[config.mk]
export PLATFORM = sky130hd
export DESIGN_NAME = ascon_perm_seq
export DESIGN_NICKNAME = d
export VERILOG_FILES = /design/src/rtl/ascon_perm_seq.sv
export SDC_FILE = /design/constraint.sdc
export NUM_CORES = 1
export LEC_CHECK = 0
export CORE_MARGIN = 2
export CORE_UTILIZATION = 41
export DETAILED_ROUTE_END_ITERATION = 16
export GPL_TIMING_DRIVEN = 1
export PLACE_DENSITY = 0.67
export SLEW_MARGIN = 0
export SYNTH_ARGS = -nofsm -noshare
export SYNTH_HDL_FRONTEND = slang
export SYNTH_SLANG_ARGS = --single-unit
export TNS_END_PERCENT = 10
[constraint.sdc]
create_clock -name clk -period 4.45 [get_ports clk]
set_clock_uncertainty 0.1 [all_clocks]
set_input_delay 1.335 -clock clk [delete_from_list [all_inputs] [get_ports clk]]
set_output_delay 1.335 -clock clk [all_outputs]
set_load 0.01 [all_outputs]
[src/rtl/ascon_perm_seq.sv]
// ascon_perm_seq: iterative Ascon permutation engine.
//   Loads a 320-bit state (x0..x4) on an accepted start and then applies one
//   ascon_p round per clock for a run-time round count (1..12; 0 or >12 is
//   treated as 12), generating the round constants internally.
// Ports:
//   clk, rst_n          clock (rising edge), asynchronous active-low reset
//   start               load x*_in and begin; ignored while busy
//   rounds[3:0]         round count n
//   x0_in..x4_in[63:0]  initial state words, sampled with start
//   x0_out..x4_out      state register contents
//   busy                permutation in progress
//   done                one-cycle pulse, final state on x*_out
//
// ascon_p: one combinational Ascon round (constant addition, 5-bit S-box
// layer in bitsliced form, linear diffusion layer).
//   rc_i[7:0]  round constant, XORed into the low byte of x2
//   s_i, s_o   state in/out, word k at index k

module ascon_p (
  input  logic [7:0]       rc_i,
  input  logic [4:0][63:0] s_i,
  output logic [4:0][63:0] s_o
);

  function automatic logic [63:0] ror(input logic [63:0] v, input int unsigned r);
    return (v >> r) | (v << (64 - r));
  endfunction

  logic [63:0] x0, x1, x2, x3, x4;
  logic [63:0] t0, t1, t2, t3, t4;

  always_comb begin
    x0 = s_i[0];
    x1 = s_i[1];
    x2 = s_i[2] ^ {56'd0, rc_i};
    x3 = s_i[3];
    x4 = s_i[4];

    x0 = x0 ^ x4;
    x4 = x4 ^ x3;
    x2 = x2 ^ x1;
    t0 = ~x0 & x1;
    t1 = ~x1 & x2;
    t2 = ~x2 & x3;
    t3 = ~x3 & x4;
    t4 = ~x4 & x0;
    x0 = x0 ^ t1;
    x1 = x1 ^ t2;
    x2 = x2 ^ t3;
    x3 = x3 ^ t4;
    x4 = x4 ^ t0;
    x1 = x1 ^ x0;
    x0 = x0 ^ x4;
    x3 = x3 ^ x2;
    x2 = ~x2;

    s_o[0] = x0 ^ ror(x0, 19) ^ ror(x0, 28);
    s_o[1] = x1 ^ ror(x1, 61) ^ ror(x1, 39);
    s_o[2] = x2 ^ ror(x2, 1)  ^ ror(x2, 6);
    s_o[3] = x3 ^ ror(x3, 10) ^ ror(x3, 17);
    s_o[4] = x4 ^ ror(x4, 7)  ^ ror(x4, 41);
  end

endmodule

module ascon_perm_seq (
  input  logic        clk,
  input  logic        rst_n,
  input  logic        start,
  input  logic [3:0]  rounds,
  input  logic [63:0] x0_in,
  input  logic [63:0] x1_in,
  input  logic [63:0] x2_in,
  input  logic [63:0] x3_in,
  input  logic [63:0] x4_in,
  output logic [63:0] x0_out,
  output logic [63:0] x1_out,
  output logic [63:0] x2_out,
  output logic [63:0] x3_out,
  output logic [63:0] x4_out,
  output logic        busy,
  output logic        done
);

  typedef enum logic {IDLE, RUN} state_t;

  state_t           state_q, state_d;
  logic [3:0]       idx_q, idx_d;
  logic [4:0][63:0] s_q, s_d;
  logic             done_q, done_d;
  logic [3:0]       n_eff;
  logic [7:0]       rc;
  logic [4:0][63:0] p_out;

  assign n_eff = ((rounds == 4'd0) || (rounds > 4'd12)) ? 4'd12 : rounds;
  assign rc    = {4'hF - idx_q, idx_q};

  ascon_p u_round (
    .rc_i (rc),
    .s_i  (s_q),
    .s_o  (p_out)
  );

  always_comb begin
    state_d = state_q;
    idx_d   = idx_q;
    s_d     = s_q;
    done_d  = 1'b0;
    unique case (state_q)
      IDLE: begin
        if (start) begin
          s_d     = {x4_in, x3_in, x2_in, x1_in, x0_in};
          // An n-round permutation uses the last n constants (12-n..11).
          idx_d   = 4'd12 - n_eff;
          state_d = RUN;
        end
      end
      RUN: begin
        s_d   = p_out;
        idx_d = idx_q + 4'd1;
        if (idx_q == 4'd11) begin
          state_d = IDLE;
          done_d  = 1'b1;
        end
      end
      default: state_d = IDLE;
    endcase
  end

  always_ff @(posedge clk or negedge rst_n) begin
    if (!rst_n) begin
      state_q <= IDLE;
      idx_q   <= '0;
      s_q     <= '0;
      done_q  <= 1'b0;
    end else begin
      state_q <= state_d;
      idx_q   <= idx_d;
      s_q     <= s_d;
      done_q  <= done_d;
    end
  end

  assign busy   = (state_q == RUN);
  assign done   = done_q;
  assign x0_out = s_q[0];
  assign x1_out = s_q[1];
  assign x2_out = s_q[2];
  assign x3_out = s_q[3];
  assign x4_out = s_q[4];

endmodule

; ---- Yosys cells after proc, flatten, opt, wreduce, memory -nomap -nowiden
; Index checks and enable logic that the tools add are counted.
[totals]
ff_bits = 326
inputBits = 327
output_inout_bits = 322
elab_cells = 70
[op_classes]
add_sub_neg = 3
order_cmp = 1
n_eq_ne = 2
n_mux = 10
bitwise_logic = 44
reduce_logical = 2
[ops]
columns = cell, count
row1 = $xor 64x64->64, 21
row2 = $pmux 320 s2, 1
row3 = $not 64->64, 6
row4 = $and 64x64->64, 5
row5 = $mux 320, 1
row6 = $or 23x64->64, 1
row7 = $or 25x64->64, 1
row8 = $or 3x64->64, 1
row9 = $or 36x64->64, 1
row10 = $or 45x64->64, 1
row11 = $or 47x64->64, 1
row12 = $or 54x64->64, 1
row13 = $or 57x64->64, 1
row14 = $or 58x64->64, 1
row15 = $or 63x64->64, 1
row16 = $xor 64x8->64, 1
row17 = $mux 4, 2
row18 = $pmux 4 s2, 1
row19 = $sub 4x4->4 const A, 2
row20 = $add 4x1->4 const B, 1
row21 = $eq 4x4->1 const B, 1
row22 = $gt 4x4->1 const B, 1
row23 = $logic_not 4->1, 1
row24 = $mux 1, 4
row25 = other kinds (4), 4

; ---- Longest topological paths before layout
[logic_depth]
ltp_word = 11
ltp_mapped = 8
mapped_depth_nobuf = 7

; ---- By module
; Synthesis repeated with hierarchy kept, for this count alone.
[unflattened]
cells_unflattened = 3019
area_unflattened_um2 = 30976.0
[by_module_without_submodules]
columns = mod, instances, cells_per_inst, area_each_um2, seq_area_each_um2
row1 = ascon_p, 1, 1593, 15925.3, 0.0
row2 = ascon_perm_seq, 1, 1426, 15050.7, 8157.8

; ---- Worst setup path after synthesis
; No wires, ideal clock.
[synth_path]
kind = input-to-reg
start = in start
end = reg s_q, in the netlist x1_out[10]
arrival_time_ps = 2525
setup_slack_ps = 1688
stages = 7
path_buffers = 4
path_cell_list = buf_2 > buf_2 > clkbuf_1 > clkbuf_1 > nor2_1 > a211oi_1 > a21oi_1
[synth_between]
elab_chain_cells = 1
[synth_rtl]
columns = element, line
row1 = "start, declared", 69  ; input logic start,
row2 = $ne 2x2->1 (no source line), --
row3 = "end signal, assigned", 134  ; s_q <= '0;
row4 = "end signal, assigned", 139  ; s_q <= s_d;
row5 = "end, declared", 89  ; logic [4:0][63:0] s_q, s_d;
; Every way passes these cells.
; A chain may end at the register's enable or synchronous reset.

; ---- Worst setup path in the final report
[layout_path]
start = reg s_q, in the netlist x0_out[63]
end = out x0_out[63]
[layout_rtl]
columns = element, line
row1 = "end, declared", 76  ; output logic [63:0] x0_out,
; No word-level cell between the ends.

==> reports/qor_table.md <==
| Item | Value |
|:---|:---|
| Share of post-route cells with drive strength above 1 | 5.46% |
| CP peak stage delay | 620 ps |
| Minimum setup slack in the final design | 1190 ps |
| Clock tree from TritonCTS | built |
| Number of instances resized during post-cts repair | 0 |
| Synth Register Bits | 326 |
| Slowest cell on crit path | sky130_fd_sc_hd__clkdlybuf4s50_1 |
| Global-route wire length before repair | 199 mm |
| Number of vias per cell | 5.73 |
| Number of design-rule violations left by the first detailed-router iteration | 2757 |
| CP Buf/Inv Count | 1 |
| # rows | 100 |
| Mean Syn Cell Area | 10.2 µm² |
| Combined area of all synthesized cells | 30600 µm² |
| RD Place Congestion | 1.05 |
| Fin nets | 4082 |
| Syn Inst Count | 3010 |
| Count of synthesis-stage warnings from yosys | 0 |
| Post-route cell area | 39800 µm² |
| Worst-path maximum fanout | 5 |
| H-tree depth reported by CTS | 2 |
| Drt pass-1 iters | 6 |
| Number of top-level pins | 649 |
| Path category of the worst min-delay check | register to register |
| Data arrival, critical path | 1830 ps |
| Critical path class | register to output pin |
| Maximum clock path buffer count | 3 |
| Max-cap violations | 0 |
| Overall die width | 277 µm |
| Commonest cells after routing, fill and taps aside | 646 x sky130_fd_sc_hd__clkdlybuf4s50_1, 359 x sky130_fd_sc_hd__xnor2_1, 325 x sky130_fd_sc_hd__dfrtp_1 |
| Pin count of the biggest net entering global routing | 228 |
| Maximum operating frequency | 0.306 GHz |
| Area grow syn2layout | 30.2% |
| Final setup violation count | 0 |
| RSZ-0062 raised after global routing | false |
| Final worst-path cycle share | 73.4% |
| Beginning of the worst hold path | idx_q[0] |
| Number of antenna-violating nets in the routed design | 0 |
| Number of buffers inserted by port buffering | 648 |
| Clock Latency Late Sink | 620 ps |
| Result of the run | complete, no violations |
| Cell family with the largest share of critical-path delay | buffers and inverters |
| Number of unique standard cell types used by synthesis | 28 |
| Floorplan Core Area | 74100 µm² |
| Critical path depth in cells | 1 |
| Die Area | 76700 µm² |
| Worst Tran Pin Value | 1380 ps |
| DR WL/cell | 31.3 µm |
| Crit start category | register |
| Critical Path Sink Type | output pin |
| Cells on Worst Hold Path | 1 |
| Number of antenna violations at the first check in global routing | 10 |
| Setup repair bufs after CTS | 0 |
| Reg2Reg Setup Slack | 1280 ps |
| Sequential cell area fraction in the yosys report | 26.7% |
| Y dimension of the die | 277 µm |
| Max-slew violations | 0 |
| Max-slew headroom | 7.55% |
| Root cell of the clock tree | sky130_fd_sc_hd__clkbuf_16 |
| Post-Place Setup Slack | 1280 ps |
| HPWL Detailed | 120 mm |
| Worst setup path startpoint | x0_out[63] |
| Core utilization of the finished layout | 53.7% |
| Worst r2r path cells | 6 |
| Critical path required time | 3010 ps |
| Worst flop-to-flop path startpoint | x3_out[22] |
| Number of hold-repair buffers added at the cts stage | 0 |
| TritonCTS Sinks | 326 |
| DRC errors left | 0 |
| Total vias in the final route | 26600 |
| Chain of cells forming the critical path | clkdlybuf4s50_1 |
| Period minus WS final | 3260 ps |
| Drt total wl | 145 mm |
| Number of nets produced by synthesis | 3467 |
| Global-route total usage across every layer | 37.2% |
| TritonCTS Buffers | 44 |
| Total negative setup slack | 0 ps |
| Total congestion overflow after global routing | 0 |
| Most common cell after layout, fill and taps aside | sky130_fd_sc_hd__clkdlybuf4s50_1 |
| Initial core utilization | 41.2% |
| Cell Area, Placed | 38300 µm² |
| Count of final hold-check violations | 0 |
| Via count of the first global-routing pass | 25500 |
| Clock transition at path regs | 60 ps |
==> cells in the mapped netlist (all sizes together) <==
cell type  number  area [µm²]
mux2i         112        1120
clkbuf        112         420
nor2          304        1140
nor3            1        5.00
nor2b         101         632
dfrtp         326        8160
a21o           23         173
xor3           10         239
a311oi          2        17.5
inv           158         593
xnor2         423        4190
xor2          226        2000
ha            130        1630
or3             1        6.26
a21oi         230        1150
o21ai         156         781
buf            21        95.1
xnor3         247        5560
nand3           1        5.00
a211oi        224        1680
and4b           1        10.0
nand2         171         642
maj3           30         304
==> stage by stage <==
stage               hold slack (ps)  cells
global placement                489   4548
finish                          521   4636
global route                    544   4630
detailed placement              507   4548
floorplan                       441   3010
CTS                             518   4629
==> registers in the layout (all words and copies together), names as in the netlist <==
register and count:
idx_q 4, x1_out 64, x0_out 64, x4_out 64, x2_out 64, x3_out 64
done 1, busy 1
==> layout make-up <==
class | count | area [µm²]
Multi-Input combinational cell | 2393 | 21300
Antenna cell | 7 | 17.5
Timing Repair Buffer | 702 | 7030
Clock inverter | 21 | 250
Sequential cell | 326 | 8160
Inverter | 158 | 593
Tap cell | 969 | 1210
Clock buffer | 60 | 1240
Fill cell | 6697 | 34300
==> layer usage <==
layer | wire, µm | up-vias | global-route usage (%) | part of all wire, %
met4 | 10000 | 6 | 21.3 | 6.9
met1 | 54500 | 13100 | 45.3 | 38
met3 | 14800 | 390 | 10.6 | 10
li1 | - | 11500 | - | -
met5 | 34 | - | 0 | 0.023
met2 | 65800 | 1554 | 59.0 | 45
==> path summary, 6_finish.rpt <==
kind	endpoint
worst max-delay path	x0_out[63]
worst min-delay path	idx_q[0]
worst max register to register	x0_out[3]
worst min register to register	idx_q[0]
max in group asynchronous	x0_out[57]
min in group asynchronous	x4_out[44]
==> cell families (layout without fill, tap and decap cells) <==
group                      Yosys count  after routing  share of synthesized area [%]
adders and majority gates          160            160                           6.32
other                                0              7                              0
xor gates and xnor gates           906            906                           39.2
buffers and inverters              291            941                           3.63
AOI/OAI and AO/OA                  635            635                           12.4
and+or+nand+nor                    580            580                           7.99
muxes                              112            112                           3.67
DFF                                326            326                           26.7
Power is left out: the tool's default activity adds up to more than one toggle a clock period on the data nets, which glitch-free logic cannot reach.
